$ cat src/rtl/led_scan_driver.sv
// HUB75 scan engine for a 64x64 1/32-scan panel: requests pixels, turns them into PWM bits and
// drives shift/latch/blank/address lines. Define LED_SCAN_GAMMA_EN for a registered (c*c)>>8 gamma.
module led_scan_driver #(
    parameter int unsigned FRAME_BITS   = 16,
    parameter int unsigned PAINT_LAT    = 3,
    parameter int unsigned BLANK_CYCLES = 3,
    parameter int unsigned SUBFRAMES    = 255
) (
    input  logic                  i_clk,
    input  logic                  i_resetn,
    output logic [FRAME_BITS-1:0] o_frame,
    output logic [7:0]            o_subframe,
    output logic [5:0]            o_x,
    output logic [5:0]            o_y,
    input  logic [23:0]           i_rgb24,
    output logic [2:0]            o_led_rgb0,
    output logic [2:0]            o_led_rgb1,
    output logic [4:0]            o_led_addr,
    output logic                  o_led_sclk,
    output logic                  o_led_lat,
    output logic                  o_led_oe_n
);

`ifdef LED_SCAN_GAMMA_EN
    localparam int unsigned CapLat = PAINT_LAT + 1;
`else
    localparam int unsigned CapLat = PAINT_LAT;
`endif
    localparam int unsigned ShiftLen = 128 + CapLat + 1;
    localparam int unsigned CntW     = $clog2(ShiftLen);
    localparam int unsigned BlankW   = $clog2(BLANK_CYCLES + 1);

    localparam logic [CntW-1:0]   CntLast   = CntW'(ShiftLen - 1);
    localparam logic [CntW-1:0]   CntCap    = CntW'(CapLat);
    localparam logic [CntW-1:0]   CntReqEnd = CntW'(128);
    localparam logic [BlankW-1:0] BlankLast = BlankW'(BLANK_CYCLES - 1);
    localparam logic [7:0]        SubLast   = 8'(SUBFRAMES - 1);
    localparam logic              CapOdd    = 1'(CapLat % 2);

    typedef enum logic [1:0] {StShift, StBlank, StLatch} state_e;

    state_e                r_state;
    logic [CntW-1:0]       r_cnt;
    logic [BlankW-1:0]     r_blank;
    logic [4:0]            r_row;
    logic [FRAME_BITS-1:0] r_frame;
    logic [7:0]            r_subframe;
    logic [23:0]           r_hold;
    logic [2:0]            r_rgb0;
    logic [2:0]            r_rgb1;
    logic [4:0]            r_addr;
    logic                  r_sclk;
    logic                  r_lat;
    logic                  r_oe_n;

    logic [23:0] w_pix;
    logic        w_cap;
    logic        w_bottom;

    function automatic logic [2:0] pwm_bits(input logic [23:0] pix, input logic [7:0] sf);
        return {pix[23:16] > sf, pix[15:8] > sf, pix[7:0] > sf};
    endfunction

`ifdef LED_SCAN_GAMMA_EN
    function automatic logic [7:0] gamma8(input logic [7:0] c);
        return 8'((16'(c) * 16'(c)) >> 8);
    endfunction

    logic [23:0] r_gamma;

    always_ff @(posedge i_clk or negedge i_resetn) begin
        if (!i_resetn) begin
            r_gamma <= '0;
        end else begin
            r_gamma <= {gamma8(i_rgb24[23:16]), gamma8(i_rgb24[15:8]), gamma8(i_rgb24[7:0])};
        end
    end

    assign w_pix = r_gamma;
`else
    assign w_pix = i_rgb24;
`endif

    // Result on w_pix belongs to request (r_cnt - CapLat); odd requests are bottom-half pixels.
    assign w_cap    = (r_state == StShift) && (r_cnt >= CntCap) && (r_cnt != CntLast);
    assign w_bottom = r_cnt[0] ^ CapOdd;

    always_comb begin
        if ((r_state == StShift) && (r_cnt < CntReqEnd)) begin
            o_x = r_cnt[6:1];
            o_y = {r_cnt[0], r_row};
        end else begin
            o_x = 6'd63;
            o_y = {1'b1, r_row};
        end
    end

    always_ff @(posedge i_clk or negedge i_resetn) begin
        if (!i_resetn) begin
            r_state    <= StShift;
            r_cnt      <= '0;
            r_blank    <= '0;
            r_row      <= '0;
            r_frame    <= '0;
            r_subframe <= '0;
            r_hold     <= '0;
            r_rgb0     <= '0;
            r_rgb1     <= '0;
            r_addr     <= '0;
            r_sclk     <= 1'b0;
            r_lat      <= 1'b0;
            r_oe_n     <= 1'b1;
        end else begin
            r_sclk <= 1'b0;
            r_lat  <= 1'b0;
            unique case (r_state)
                StShift: begin
                    if (w_cap) begin
                        if (w_bottom) begin
                            r_rgb0 <= pwm_bits(r_hold, r_subframe);
                            r_rgb1 <= pwm_bits(w_pix, r_subframe);
                            r_sclk <= 1'b1;
                        end else begin
                            r_hold <= w_pix;
                        end
                    end
                    if (r_cnt == CntLast) begin
                        r_state <= StBlank;
                        r_cnt   <= '0;
                        r_blank <= '0;
                        r_oe_n  <= 1'b1;
                    end else begin
                        r_cnt <= r_cnt + 1'b1;
                    end
                end
                StBlank: begin
                    if (r_blank == BlankLast) begin
                        r_state <= StLatch;
                        r_lat   <= 1'b1;
                        r_addr  <= r_row;
                    end else begin
                        r_blank <= r_blank + 1'b1;
                    end
                end
                StLatch: begin
                    // oe_n only drops here, so the shift after reset stays blanked.
                    r_state <= StShift;
                    r_oe_n  <= 1'b0;
                    r_row   <= r_row + 5'd1;
                    if (r_row == 5'd31) begin
                        if (r_subframe == SubLast) begin
                            r_subframe <= '0;
                            r_frame    <= r_frame + 1'b1;
                        end else begin
                            r_subframe <= r_subframe + 8'd1;
                        end
                    end
                end
                default: r_state <= StShift;
            endcase
        end
    end

    assign o_frame    = r_frame;
    assign o_subframe = r_subframe;
    assign o_led_rgb0 = r_rgb0;
    assign o_led_rgb1 = r_rgb1;
    assign o_led_addr = r_addr;
    assign o_led_sclk = r_sclk;
    assign o_led_lat  = r_lat;
    assign o_led_oe_n = r_oe_n;

endmodule

$ cat config.mk
export PLATFORM = sky130hd
export DESIGN_NAME = led_scan_driver
export DESIGN_NICKNAME = d
export VERILOG_FILES = /design/src/rtl/led_scan_driver.sv
export SDC_FILE = /design/constraint.sdc
export NUM_CORES = 1
export LEC_CHECK = 0
export BUFFER_PORTS_ARGS = -buffer_cell sky130_fd_sc_hd__buf_2
export CORE_ASPECT_RATIO = 0.5
export CORE_MARGIN = 2
export CORE_UTILIZATION = 25
export CTS_CLUSTER_DIAMETER = 30
export DETAILED_ROUTE_END_ITERATION = 7
export PLACE_DENSITY = 0.46
export SYNTH_ARGS = -nofsm -noshare
export SYNTH_HDL_FRONTEND = slang
export SYNTH_SLANG_ARGS = --single-unit
$ cat constraint.sdc
create_clock -name i_clk -period 2.8 [get_ports i_clk]
set_input_delay 0.56 -clock i_clk [delete_from_list [all_inputs] [get_ports i_clk]]
set_output_delay 0.56 -clock i_clk [all_outputs]
set_load 0.005 [all_outputs]
==> results.md <==
* Status: finished, final reports clean
* Largest family of logic cells by synthesized area: simple AND/OR/NAND/NOR gates
* Syn Inst Count at 419
* Total length of routed wires at 10.7 mm
* Clock sink total at 79
* Critical Path End Type: output pin
* CP Data Arrival Time at 1.83 ns
* Root Buffer Master: clkbuf_16
* CTS Buf Count at 9
* Vias per inst at 4.60
* Async set-or-reset flop fraction in the synthesized netlist at 1.00
* Worst Path Max Fanout at 13
* Data required, critical path at 2.24 ns
* Footprint of the multi-input gates at 2400 sq um
* Unique masters post-synth at 44
* Die X at 194 um
* Worst r2r src: r_row[0]$_DFFE_PN0P_
* Grt total ovfl at 0
* CP startpoint: r_state[1]$_DFFE_PN0P_
* Post-route cell area at 5430 sq um
* Initial Util at 0.257
* DR pass1 iterations at 4
* #FFs+latches synth at 79
* Post-CTS Repair Setup Buffers at 0
* DP Wirelength at 7.84 mm
* RSZ-0062 raised after global routing: no
* Core area at 17500 sq um
* Mux share of post-synthesis cell area at 0.0600
* Post-synthesis adder-cell area fraction at 0.153
* Slew headroom at 0.476
* Clock latency at the later pin of the worst-skew pair at 0.33 ns
* Max rail drop VDD at 0.258 mV
* Cell area after synthesis at 4500 sq um
* Share of layout cells above drive strength 1 at 0.250
* Yosys warns at 0
* Slew Limit Fails at 0
* XOR/XNOR share of the synthesized area at 0.0467
* Final hold violation count at 0
* Die area at 19200 sq um
* Post-CTS Hold Fix Bufs at 0
* Post-Synth Simple-Gate Area at 0.165
* Gp weighted congestion at 0.775
* Clk_skew at 0.00648 ns
* Fin crit share at 0.854
* Post-place setup slack at 0.599 ns
* Drt drc at 0
* Total GRT Usage at 0.117
* Actual slew at the worst max-slew pin at 0.779 ns
* Seq. cell area at 1980 sq um
* Vias in the first global route at 3397
* Hold WC Path Type: in2async
* Setup_tns at 0 ns
* Number of flops mapped to enable cells by yosys at 0
* Final Setup Violations at 0
* Leakage power total at 2.62 nW
* Max-cap viol count at 0
* Predominant post-synthesis flop cell: dfrtp_1
* Critical Path Start Type: register
* Diodes inserted at 0
* Pwr dens at 446 nW/um^2
* Largest net degree at the start of global routing at 50
* First-pass GRT wire length at 17.8 mm
* Antenna Violating Nets Remaining at 0
* Min Hold Slack at 0.164 ns
* Port Buf Inserts at 75
* F_max at 418 MHz
* Crit path kind: reg2out
* Syn avg cell area at 10.7 sq um
* Rows at 34
* Clock-pin slew on the worst setup and hold paths at 0.06 ns
* Post-CTS Resized at 0
* Via count at 3390
* H-tree Lvls at 3
* Compound-Gate Fraction of Synth Area at 0.106
* Net Count, Synth at 500
* Min setup slack post-route at 0.410 ns
* Area of placed instances at 5170 sq um
* Tmin final at 2.39 ns
* Clk buf depth at 2
* Initial antenna violation count at 0
* Fillcell total at 1819
* I/O Pins at 76
* DR iter-0 viols at 163
* Layout area overhead at 20.6%
* WL/cell at 14.6 um
* Die height at 98.9 um
* TritonCTS clock tree: done
* Register area share after synthesis at 0.439
* Nets at 580
==> report_power, final <==
part	switching [mW]	internal [mW]	total (mW)
clock network	0.466	0.612	1.08
registers	0.0135	1.17	1.18
logic	0.0848	0.0789	0.164
==> Yosys cell counts, types with 2 or more instances <==
master,instances,share of area
a21oi_1,13,0.014
and4b_1,6,0.013
and3_1,5,0.0069
buf_6,2,0.0050
nor3_1,9,0.010
mux2_2,24,0.060
or3_1,3,0.0042
nand3_1,20,0.022
a22o_1,7,0.014
nor3b_1,3,0.0050
nand2_1,38,0.032
xor2_1,10,0.019
xnor2_1,14,0.027
nand3b_1,2,0.0033
clkbuf_1,7,0.0058
dfrtp_1,78,0.43
a31oi_1,3,0.0042
o21ai_0,16,0.018
nor2_1,14,0.012
inv_1,19,0.016
o211ai_1,6,0.010
ha_1,55,0.15
a211oi_1,6,0.010
nand4_1,14,0.019
nor4_1,5,0.0069
nand2b_1,7,0.0097
and2_1,2,0.0028
o31ai_1,3,0.0050
a21o_1,13,0.022
==> stage by stage <==
step,power (mW),util,cells
floorplan,1.29,-,419
global placement,1.37,0.295,722
detailed placement,1.37,0.295,722
CTS,2.47,0.311,737
global route,2.55,0.311,737
finish,2.42,0.311,737
==> critical path, stage by stage, from the launching register on <==
cell and delay (ns):
dfrtp_1 0.51, nor3_1 0.70, nand2b_1 0.13, buf_2 0.16
==> cell families (layout without fill, tap and decap cells) <==
logic type	after synthesis	after routing
AND/OR/NAND/NOR	137	137
flip-flops	79	79
AO/OA/AOI/OAI	70	70
adder cells (fa/ha/maj)	55	55
buffers and inverters	30	114
XOR/XNOR	24	24
multiplexers	24	24
==> metal layers <==
metal | GRT usage | up-vias | share of wire
li1 | - | 1698 | -
met1 | 0.160 | 1642 | 0.50
met2 | 0.189 | 43 | 0.46
met3 | 0.0260 | 7 | 0.032
met4 | 0.0299 | 0 | 0.0081
met5 | 0 | - | 0
==> cells in the final DEF, fill, tap and decap left out, types with 3 or more instances in the layout <==
| cell | count |
|---|---|
| ha_1 | 55 |
| nor3b_1 | 3 |
| o211ai_1 | 6 |
| nor3_1 | 9 |
| o21ai_0 | 16 |
| nand4_1 | 14 |
| xor2_1 | 10 |
| nand2b_1 | 7 |
| buf_4 | 5 |
| a21oi_1 | 13 |
| clkbuf_16 | 9 |
| and3_1 | 5 |
| clkinv_2 | 5 |
| mux2_2 | 24 |
| dfrtp_1 | 78 |
| xnor2_1 | 14 |
| a21o_1 | 13 |
| or3_1 | 3 |
| a31oi_1 | 3 |
| buf_2 | 74 |
| nand3_1 | 20 |
| and4b_1 | 6 |
| inv_1 | 19 |
| nor2_1 | 14 |
| nand2_1 | 38 |
| a211oi_1 | 6 |
| a22o_1 | 7 |
| nor4_1 | 5 |
==> path summary, 6_finish.rpt <==
kind | end | slack, ns | cells after the start
hold reg to reg | o_frame[15]$_DFFE_PN0P_ | 0.47 | 1
min in group i_clk | r_hold[21]$_DFFE_PN0P_ | 0.47 | 2
setup reg to reg | o_frame[1]$_DFFE_PN0P_ | 0.62 | 7
setup / recovery | o_y[5] | 0.41 | 3
hold / removal | o_frame[13]$_DFFE_PN0P_ | 0.16 | 1
max in group asynchronous | r_hold[5]$_DFFE_PN0P_ | 2.01 | 2
==> layout make-up <==
cell class / instances / share of cell area
multi-input combinational: 310 / 0.441
sequential: 79 / 0.364
timing repair buffer: 80 / 0.0788
tap: 234 / 0.0539
clock buffer: 10 / 0.0440
inverter: 19 / 0.0131
clock inverter: 5 / 0.00461
==> state kept, by name, summed over array words and instances, names as in the netlist <==
| name | cells |
|---|---|
| o_led_oe_n | 1 |
| o_led_rgb0 | 3 |
| o_led_addr | 5 |
| r_cnt | 8 |
| o_led_rgb1 | 3 |
| o_led_lat | 1 |
| r_state | 2 |
| r_hold | 24 |
| r_blank | 2 |
| o_frame | 16 |
| o_led_sclk | 1 |
| r_row | 5 |
| o_subframe | 8 |
Power figures use the tool's default switching activity.
